[src/rtl/unidade_controle.sv]
// -----------------------------------------------------------------------------
// unidade_controle
//   Multi-cycle control unit for the BLOCO datapath (register bank, ALU and
//   flags). It fetches 16-bit instruction words over a req/valid handshake,
//   keeps the PC, decodes each word and sequences the datapath control lines.
//
//   Instruction layout: [15:11] op, [10:9] SC, [8:7] SA, [6:5] SB, [4:0] unused.
//   op 5'b11111 = HALT, op 5'b11110 = CLRF, any other op is an ALU operation.
//
//   Optional feature macro: PASSO_A_PASSO_EN
//     Adds input 'passo' and a wait state. After each ALU op or CLRF the FSM
//     waits until passo=1 before fetching again. HALT is unaffected.
//
// Ports
//   clk, reset_n             clock (rising edge), async active-low reset
//   inicia                   start pulse, honoured only when idle or halted
//   passo                    single-step advance (PASSO_A_PASSO_EN only)
//   inst_req, end_inst       fetch request and fetch address (= PC)
//   inst_valid, instrucao    fetched word and its valid flag
//   Hab_Escrita              register-bank write enable
//   Sel_SA, Sel_SB, Sel_SC   source A, source B and destination selects
//   controleOperacao         ALU operation
//   reset_Flags              flag clear pulse
//   reset_Ban_Registros      register-bank clear pulse
//   parado                   HALT reached
// -----------------------------------------------------------------------------
module unidade_controle #(
  parameter int bits_palavra  = 16,
  parameter int end_registros = 2,
  parameter int bits_pc       = 8
) (
  input  logic                     clk,
  input  logic                     reset_n,
  input  logic                     inicia,
`ifdef PASSO_A_PASSO_EN
  input  logic                     passo,
`endif
  output logic                     inst_req,
  output logic [bits_pc-1:0]       end_inst,
  input  logic                     inst_valid,
  input  logic [bits_palavra-1:0]  instrucao,
  output logic                     Hab_Escrita,
  output logic [end_registros-1:0] Sel_SA,
  output logic [end_registros-1:0] Sel_SB,
  output logic [end_registros-1:0] Sel_SC,
  output logic [4:0]               controleOperacao,
  output logic                     reset_Flags,
  output logic                     reset_Ban_Registros,
  output logic                     parado
);

  localparam int OP_LSB = 11;
  localparam int SC_LSB = 9;
  localparam int SA_LSB = 7;
  localparam int SB_LSB = 5;

  localparam logic [4:0]         OP_HALT = 5'b11111;
  localparam logic [4:0]         OP_CLRF = 5'b11110;
  localparam logic [bits_pc-1:0] PC_UM   = 1;

  typedef enum logic [2:0] {
    OCIOSO,
    LIMPA,
    BUSCA,
    DECODIFICA,
    EXECUTA,
    LIMPA_FLAGS,   // the single reset_Flags cycle that follows a CLRF decode
    PARADO
`ifdef PASSO_A_PASSO_EN
    , ESPERA
`endif
  } estado_t;

  estado_t                  state_q, state_d;
  logic [bits_pc-1:0]       pc_q, pc_d;
  logic [4:0]               op_q, op_d;
  logic [end_registros-1:0] sa_q, sa_d, sb_q, sb_d, sc_q, sc_d;
  logic                     inst_req_q, inst_req_d;
  logic                     hab_q, hab_d;
  logic                     rst_flags_q, rst_flags_d;
  logic                     rst_ban_q, rst_ban_d;
  logic                     parado_q, parado_d;

  // Low instruction bits carry no meaning for this unit.
  logic unused_campos;
  assign unused_campos = ^instrucao[4:0];

  // Next state. The op/select registers double as the instruction register:
  // they load only when a word is accepted and otherwise hold.
  always_comb begin
    state_d = state_q;
    pc_d    = pc_q;
    op_d    = op_q;
    sa_d    = sa_q;
    sb_d    = sb_q;
    sc_d    = sc_q;
    case (state_q)
      OCIOSO:      if (inicia) state_d = LIMPA;
      LIMPA:       state_d = BUSCA;
      BUSCA: begin
        if (inst_valid) begin
          state_d = DECODIFICA;
          pc_d    = pc_q + PC_UM;
          op_d    = instrucao[OP_LSB +: 5];
          sc_d    = instrucao[SC_LSB +: end_registros];
          sa_d    = instrucao[SA_LSB +: end_registros];
          sb_d    = instrucao[SB_LSB +: end_registros];
        end
      end
      DECODIFICA: begin
        if (op_q == OP_HALT)      state_d = PARADO;
        else if (op_q == OP_CLRF) state_d = LIMPA_FLAGS;
        else                      state_d = EXECUTA;
      end
`ifdef PASSO_A_PASSO_EN
      EXECUTA, LIMPA_FLAGS: state_d = ESPERA;
      ESPERA:      if (passo) state_d = BUSCA;
`else
      EXECUTA, LIMPA_FLAGS: state_d = BUSCA;
`endif
      PARADO:      if (inicia) state_d = LIMPA;
      default:     state_d = OCIOSO;
    endcase
    // Every (re)start begins fetching from address 0.
    if (state_d == LIMPA) pc_d = '0;
  end

  // Outputs are decoded from the state being entered so that, once
  // registered, they line up with that state.
  always_comb begin
    inst_req_d  = (state_d == BUSCA);
    hab_d       = (state_d == EXECUTA);
    rst_flags_d = (state_d == LIMPA) || (state_d == LIMPA_FLAGS);
    rst_ban_d   = (state_d == LIMPA);
    parado_d    = (state_d == PARADO);
  end

  always_ff @(posedge clk or negedge reset_n) begin
    if (!reset_n) begin
      state_q     <= OCIOSO;
      pc_q        <= '0;
      op_q        <= '0;
      sa_q        <= '0;
      sb_q        <= '0;
      sc_q        <= '0;
      inst_req_q  <= 1'b0;
      hab_q       <= 1'b0;
      rst_flags_q <= 1'b0;
      rst_ban_q   <= 1'b0;
      parado_q    <= 1'b0;
    end else begin
      state_q     <= state_d;
      pc_q        <= pc_d;
      op_q        <= op_d;
      sa_q        <= sa_d;
      sb_q        <= sb_d;
      sc_q        <= sc_d;
      inst_req_q  <= inst_req_d;
      hab_q       <= hab_d;
      rst_flags_q <= rst_flags_d;
      rst_ban_q   <= rst_ban_d;
      parado_q    <= parado_d;
    end
  end

  assign inst_req            = inst_req_q;
  assign end_inst            = pc_q;
  assign Hab_Escrita         = hab_q;
  assign Sel_SA              = sa_q;
  assign Sel_SB              = sb_q;
  assign Sel_SC              = sc_q;
  assign controleOperacao    = op_q;
  assign reset_Flags         = rst_flags_q;
  assign reset_Ban_Registros = rst_ban_q;
  assign parado              = parado_q;

endmodule
[config.mk]
export PLATFORM = sky130hd
export DESIGN_NAME = unidade_controle
export DESIGN_NICKNAME = d
export VERILOG_FILES = /design/src/rtl/unidade_controle.sv
export SDC_FILE = /design/constraint.sdc
export NUM_CORES = 1
export LEC_CHECK = 0
export ABC_AREA = 1
export CORE_MARGIN = 3
export CORE_UTILIZATION = 48
export DETAILED_ROUTE_END_ITERATION = 8
export GPL_TIMING_DRIVEN = 0
export PLACE_DENSITY = 0.83
export REMOVE_ABC_BUFFERS = 1
export SLEW_MARGIN = 20
export SYNTH_ARGS = -nofsm -noshare
export SYNTH_HDL_FRONTEND = slang
export SYNTH_SLANG_ARGS = --single-unit
[constraint.sdc]
create_clock -name clk -period 2.6 [get_ports clk]
set_input_delay 0.39 -clock clk [delete_from_list [all_inputs] [get_ports clk]]
set_output_delay 0.39 -clock clk [all_outputs]
set_load 0.02 [all_outputs]
==> flow_summary.yaml, run 1 <==
sta:
  rsz0062_at_grt: "no"
  max_freq_mhz: 546.4
  period_share: 0.7039
  period_minus_slack_ps: 1830
  fin_skew_ps: 7.936
  setup_viol_count_final: 0
  worst_pin_slew_ps: 582.2
  tns_ps: 0
  finalMaxSlewViolations: 0
  relSlewSlack: 0.6119
  finalHoldViolations: 0
floorplan:
  die_area_um2: 3392
  rows: 18
  start_util: 0.5147
  core_area_um2: 2545
  fp.dieW_um: 58.24
  pin_count: 44
  die-height_um: 58.24
worst_setup_path:
  reg2reg_depth: 7
  path_buf_inv: 1
  cp.required_ps: 2210
  path_max_fanout: 6
  crit_arrival_ps: 1440
  path_cells: "clkdlybuf4s50_1"
  timing.rr.end: "end_inst[5]"
  crit_family: "buffers and inverters"
  cp_slowest_stage_delay_ps: 640
  rrSetupSlack_ps: 1260
  startpoint_type: "register"
  critical_path_class: "reg2out"
  r2r_start: "state_q[2]"
  crit_path_end_kind: "output port"
  slowest_stage: "clkdlybuf4s50_1"
run_status:
  run_status: "finished, final reports clean"
worst_hold_path:
  hp-class: "in2async"
detailed_routing:
  vias: 1190
  drt_iter0_markers: 21
  dr.pass1.iters: 4
  routed_wl_um: 2783
  drt-wirelength-per-cell_um: 11.79
  remaining_drc_errors: 0
  ant_nets: 0
  vias_per_cell: 5.042
clocking:
  tritoncts.num_buffers: 3
  cts_tree: "done"
  cts_max_level: 1
  insertion_delay_ps: 330
  post-cts-setup-buffers: 0
  post_cts_resized: 0
  ctsHoldBuffers: 0
  cts_max_path_buffers: 2
  root_buffer: "clkbuf_4"
  cts.sinks: 27
  path_clk_slew_ps: 150
logic_synthesis:
  ys_seq_elements: 27
  yosysWarnings: 0
  syn_inst: 166
  synth_area_um2: 1310
  syn_area_per_cell_um2: 7.892
  ys_types: 21
  yosysSeqAreaShare: 0.5158
placed_design:
  gp_congestion: 0.8492
  dpl.hpwl_um: 2083
  io_buffer_count: 38
  place_area_um2: 1707
final_layout:
  drive_above_1_share: 0.08738
  area_growth_pct: 32.38
  layout_common_cells: "nand2_1 (71), clkdlybuf4s50_1 (37), dfrtp_1 (27)"
  diodes: 0
  final_nets: 228
  fin_util: 0.6814
  fin_area_um2: 1734
  final_common_cell: "nand2_1"
global_routing:
  grt_pass1_vias: 1152
  groute.usage.overall: 0.1822
  grt_max_degree: 28
  antenna_found_initial: 0
  grt_pass1_wl_um: 4726
  overflow: 0
power:
  leakage_nw: 0.8445
  power.density_nw_per_um2: 1007
  ir_drop_uv: 734.3
  power_w: 0.001746
run:
  max_cap_violations: 0
==> power breakdown <==
group / internal, W / switching (W) / leakage [nW]
registers: 0.000563 / 0.000125 / 0.351
logic: 0.000358 / 0.000518 / 0.476
clock network: 0.0000577 / 0.000124 / 0.0177
==> flip-flops by register name (all words and copies together), names as in the netlist <==
signal               cells
parado                   1
reset_Flags              1
state_q                  3
Sel_SC                   2
Sel_SB                   2
controleOperacao         5
reset_Ban_Registros      1
end_inst                 8
inst_req                 1
Sel_SA                   2
Hab_Escrita              1
==> logic make-up after synthesis <==
family	after synthesis	share of synthesized area
AO/OA/AOI/OAI	8	0.03056
buffers and inverters	21	0.06876
AND/OR/NAND/NOR	109	0.3754
adder cells (fa/ha/maj)	1	0.009550
flip-flops	27	0.5158
==> how the worst max path moves through the flow <==
stage / to / cells after the start / slack (ps) / start
after floorplan: end_inst[4] / 5 / 1420 / end_inst[1]
after global placement: controleOperacao[0] / 1 / 820 / reset_n
after detailed placement: end_inst[7] / 8 / 870 / inicia
after CTS: end_inst[2] / 1 / 770 / end_inst[2]
after global routing: end_inst[2] / 1 / 720 / end_inst[2]
final: end_inst[2] / 1 / 770 / end_inst[2]
==> cell type report <==
class | instances | area [um^2]
fill | 219 | 810.8
sequential | 27 | 675.6
multi-input combinational | 118 | 544.3
timing repair buffer | 38 | 375.4
inverter | 19 | 73.82
tap | 30 | 37.54
clock buffer | 3 | 22.52
clock inverter | 1 | 5.005
==> stage by stage <==
step           cells  hold slack, ps  worst slack, ps
2_1_floorplan    164           94.41             1424
3_3_place_gp     232           466.0            819.0
3_5_place_dp     232           428.0            865.1
4_1_cts          236           55.68            767.7
5_1_grt          236           80.08            721.2
6_report         236           38.02            770.0
==> synthesized netlist by cell type, drive strengths merged <==
cell | count | area [um^2]
dfrtp | 27 | 675.7
inv | 19 | 73.82
buf | 2 | 16.26
a21oi | 1 | 5.000
nand3 | 11 | 77.58
nand2 | 74 | 290.3
nor3 | 1 | 5.000
o21ai | 7 | 35.03
nand4 | 4 | 25.02
nor2 | 19 | 93.84
ha | 1 | 12.51
==> per-layer routing <==
| metal | global-route usage | vias up | part of all wire |
|---|---|---|---|
| met5 | 0 | - | 0 |
| met4 | 0.07285 | 0 | 0.015 |
| met3 | 0.04900 | 5 | 0.087 |
| met2 | 0.3258 | 46 | 0.49 |
| met1 | 0.2043 | 553 | 0.41 |
| li1 | - | 586 | - |
No activity file was read; power rests on OpenSTA's default activity.
==> run 2, diff against run 1 <==
- CORE_UTILIZATION: 48 -> 45
- PLACE_DENSITY: 0.83 -> 0.78
- clock period: 2.6 -> 1.7 ns (I/O delays scaled with it)
==> flow_summary.yaml, run 2 (synthesized netlist as in run 1, its figures left out) <==
worst_setup_path:
  path_max_fanout: 4
  crit_path_end_kind: "output port"
  slowest_stage: "clkdlybuf4s50_1"
  timing.rr.end: "end_inst[5]"
  reg2reg_depth: 7
  path_cells: "clkdlybuf4s50_1"
  r2r_start: "state_q[0]"
  crit_family: "buffers and inverters"
  critical_path_class: "reg2out"
  cp.required_ps: 1440
  cp_slowest_stage_delay_ps: 630
  rrSetupSlack_ps: 310
  path_buf_inv: 1
  startpoint_type: "register"
  crit_arrival_ps: 1370
global_routing:
  grt_pass1_vias: 1132
  overflow: 0
  antenna_found_initial: 0
  groute.usage.overall: 0.1772
  grt_max_degree: 28
  grt_pass1_wl_um: 4836
worst_hold_path:
  hp-class: "in2reg"
  hold_start: "instrucao[6]"
  hold_end: "Sel_SB[1]"
  worst_hold_path.num_cells: 3
clocking:
  post-cts-setup-buffers: 0
  cts_max_path_buffers: 2
  cts_max_level: 1
  insertion_delay_ps: 320
  root_buffer: "clkbuf_4"
  cts.sinks: 27
  tritoncts.num_buffers: 3
  path_clk_slew_ps: 140
  cts_tree: "done"
floorplan:
  die_area_um2: 3595
  pin_count: 44
  fp.dieW_um: 59.96
  core_area_um2: 2613
  start_util: 0.5014
  die-height_um: 59.96
  rows: 18
detailed_routing:
  drt_iter0_markers: 31
  drt-wirelength-per-cell_um: 11.55
  vias_per_cell: 4.975
  routed_wl_um: 2737
  vias: 1179
  ant_nets: 0
  dr.pass1.iters: 5
  remaining_drc_errors: 0
power:
  swShare: 0.4369
  seq_power_share: 0.392
  pwr-share-comb: 0.504
  p_clk_frac: 0.104
  p_int_w: 0.001502
  ir_drop_uv: 1191
  switching_power_w: 0.001165
  power.density_nw_per_um2: 1517
  leakage_nw: 0.9551
final_layout:
  fin_area_um2: 1758
  final_nets: 229
  diodes: 0
  fillers: 224
  largest_reg_flops: 8
  area.sequential_um2: 675.6
  drive_above_1_share: 0.08213
  multi_input_area_um2: 544.3
  fin_util: 0.6729
  area_growth_pct: 34.19
  final_common_cell: "nand2_1"
  layout_common_cells: "nand2_1 (71), clkdlybuf4s50_1 (31), dfrtp_1 (27)"
placed_design:
  io_buffer_count: 38
  dpl.hpwl_um: 1991
  gp_congestion: 0.8368
  place_area_um2: 1707
sta:
  setup_viol_count_final: 0
  period_share: 0.9562
  fin_skew_ps: 4.267
  rsz0062_at_grt: "no"
  finalMaxSlewViolations: 0
  finalHoldViolations: 0
  worst_pin_slew_ps: 592.0
  period_minus_slack_ps: 1625
  whs_ps: 446.6
  tns_ps: 0
  max_freq_mhz: 615.2
  relSlewSlack: 0.6053
run:
  max_cap_violations: 0
run_status:
  run_status: "finished, final reports clean"
-- run 2: changes by cell type in the layout (fill, tap and decap cells not counted), sizes merged --
| cell | before | now |
|---|---|---|
| dlygate4sd3 | 0 | 1 |
| dlymetal6s2s | 0 | 6 |
| clkinv | 1 | 0 |
| clkbuf | 3 | 4 |
| clkdlybuf4s50 | 37 | 31 |
-- run 2: how the worst max path moves through the flow --
stage                         from                  end  depth (start not counted)
6_report       controleOperacao[1]  controleOperacao[1]                          1
5_1_grt        controleOperacao[3]  controleOperacao[3]                          1
4_1_cts                end_inst[2]          end_inst[2]                          1
3_5_place_dp            inst_valid          end_inst[5]                          7
3_3_place_gp               reset_n           state_q[2]                          1
2_1_floorplan          end_inst[1]          end_inst[4]                          5
-- run 2: timing repair --
| item | 4_1_cts | 5_1_grt |
|---|---|---|
| resized for setup | 0 | 6 |
| endpoints found under the hold margin | 27 | 0 |
| hold buffers | 1 | 0 |
| endpoints found under the setup margin | 0 | 6 |
-- run 2: through the flow --
step | worst slack, ps | std cells | total power, W
finish | 74.53 | 237 | 0.002667
global route | 5.486 | 237 | 0.002874
CTS | 16.40 | 237 | 0.002695
detailed placement | 65.94 | 232 | 0.002411
global placement | 11.66 | 232 | 0.002369
floorplan | 524.2 | 164 | 0.001840
-- run 2: layer usage --
metal	part of all wire	global-route usage
met5	0	0
met2	0.47	0.2932
met4	0.015	0.05696
met3	0.093	0.04536
met1	0.42	0.2253
-- run 2: worst register-to-register path: stages, from the launching register on --
cell,delay (ps)
dfrtp_1,460
inv_1,100
nand2_2,90
nor2_4,360
nand3_2,110
nand2_1,90
nand2_1,70
nor2_2,70
-- run 2: area by class of cell --
| cell class | instances | area share |
|---|---|---|
| clock buffers | 4 | 0.01495 |
| inverters | 19 | 0.04199 |
| flip-flops and latches | 27 | 0.3843 |
| repair buffers | 39 | 0.2278 |
| multi-input cells | 118 | 0.3096 |
| well taps | 30 | 0.02135 |
-- run 2: power by group through the flow --
stage               Sequential, W  Clock, W  Combinational [W]
global placement          0.00105         0            0.00132
detailed placement        0.00106         0            0.00135
floorplan                 0.00126         0           0.000576
global route              0.00108  0.000310            0.00148
CTS                       0.00105  0.000285            0.00136
finish                    0.00104  0.000277            0.00135
==> run 3, diff against run 2 <==
- SLEW_MARGIN: 20 -> unset
- clock period: 1.7 -> 1.75 ns (I/O delays scaled with it)
==> flow_summary.yaml, run 3 (synthesized netlist as in run 1, its figures left out) <==
final_layout:
  drive_above_1_share: 0.07767
  layout_common_cells: "nand2_1 (71), clkdlybuf4s50_1 (36), dfrtp_1 (27)"
  largest_reg_flops: 8
  final_common_cell: "nand2_1"
  fillers: 232
  fin_cells: 236
  fin_area_um2: 1743
  area_growth_pct: 33.05
  area.sequential_um2: 675.6
  multi_input_area_um2: 544.3
  diodes: 0
  final_nets: 228
floorplan:
  fp.dieW_um: 59.96
  core_area_um2: 2613
  die_area_um2: 3595
  rows: 18
  start_util: 0.5014
  pin_count: 44
  die-height_um: 59.96
power:
  leakage_nw: 0.8788
  switching_power_w: 0.001127
  pwr-share-comb: 0.504
  p_int_w: 0.001460
  swShare: 0.4356
  seq_power_share: 0.394
  p_clk_frac: 0.103
  ir_drop_uv: 1176
  power.density_nw_per_um2: 1484
global_routing:
  grt_pass1_vias: 1116
  grt_pass1_wl_um: 4816
  grt_max_degree: 28
  overflow: 0
  antenna_found_initial: 0
  groute.usage.overall: 0.1778
sta:
  relSlewSlack: 0.2399
  fin_skew_ps: 4.277
  worst_pin_slew_ps: 1137
  setup_viol_count_final: 0
  max_freq_mhz: 604.2
  period_share: 0.9457
  rsz0062_at_grt: "no"
  tns_ps: 0
  period_minus_slack_ps: 1655
  whs_ps: 455.8
  finalMaxSlewViolations: 0
  finalHoldViolations: 0
detailed_routing:
  drt-wirelength-per-cell_um: 11.36
  routed_wl_um: 2680
  vias: 1158
  vias_per_cell: 4.907
  ant_nets: 0
  dr.pass1.iters: 4
  remaining_drc_errors: 0
  drt_iter0_markers: 26
worst_setup_path:
  cp.required_ps: 1490
  path_cells: "clkdlybuf4s50_1"
  crit_family: "buffers and inverters"
  reg2reg_depth: 7
  rrSetupSlack_ps: 370
  r2r_start: "state_q[0]"
  timing.rr.end: "end_inst[5]"
  cp_slowest_stage_delay_ps: 630
  crit_path_end_kind: "output port"
  path_buf_inv: 1
  crit_arrival_ps: 1390
  startpoint_type: "register"
  slowest_stage: "clkdlybuf4s50_1"
  path_max_fanout: 5
  critical_path_class: "reg2out"
clocking:
  root_buffer: "clkbuf_4"
  cts_tree: "done"
  ctsHoldBuffers: 0
  path_clk_slew_ps: 140
  cts_max_level: 1
  cts.sinks: 27
  post-cts-setup-buffers: 0
  tritoncts.num_buffers: 3
  insertion_delay_ps: 320
  cts_max_path_buffers: 2
worst_hold_path:
  hold_start: "instrucao[6]"
  hold_end: "Sel_SB[1]"
  hp-class: "in2reg"
  worst_hold_path.num_cells: 3
run_status:
  run_status: "finished, final reports clean"
placed_design:
  place_area_um2: 1712
  io_buffer_count: 38
  dpl.hpwl_um: 2024
  gp_congestion: 0.8368
  place_inst: 232
run:
  max_cap_violations: 0
-- run 3: stage by stage --
stage / util / worst slack [ps] / power, W
finish: 0.6671 / 94.99 / 0.002587
global route: 0.6671 / 23.97 / 0.002789
CTS: 0.6652 / 61.01 / 0.002615
detailed placement: 0.6552 / 11.02 / 0.002345
global placement: 0.6552 / 54.16 / 0.002302
floorplan: - / 574.2 / 0.001787
-- run 3: how the worst max path moves through the flow --
stage	start	depth (start not counted)	slack [ps]	to
2_1_floorplan	end_inst[1]	5	570	end_inst[4]
3_3_place_gp	reset_n	1	50	state_q[2]
3_5_place_dp	reset_n	1	10	inst_req
4_1_cts	end_inst[2]	1	60	end_inst[2]
5_1_grt	end_inst[4]	1	20	end_inst[4]
6_report	end_inst[6]	1	90	end_inst[6]
-- run 3: layout make-up --
cell class,count,share of cell area
clock buffer,4,0.01508
inverter,19,0.04235
multi-input combinational,118,0.3123
sequential,27,0.3877
tap,30,0.02154
timing repair buffer,38,0.2211
-- run 3: power groups by stage --
stage / sequential (W) / combinational [W] / clock [W]
2_1_floorplan: 0.00123 / 0.000559 / 0
3_3_place_gp: 0.00102 / 0.00128 / 0
3_5_place_dp: 0.00102 / 0.00132 / 0
4_1_cts: 0.00102 / 0.00132 / 0.000273
5_1_grt: 0.00105 / 0.00144 / 0.000304
6_report: 0.00102 / 0.00130 / 0.000265
-- run 3: timing repair --
action	4_1_cts	5_1_grt
hold endpoints to repair	0	0
endpoints found under the setup margin	0	2
resized for setup	0	2
-- run 3: routing by layer --
metal	track usage	part of all wire	vias up
met5	0	0	-
met4	0.05696	0.012	0
met1	0.2328	0.45	520
met3	0.04968	0.074	4
met2	0.2840	0.46	40
li1	-	-	594
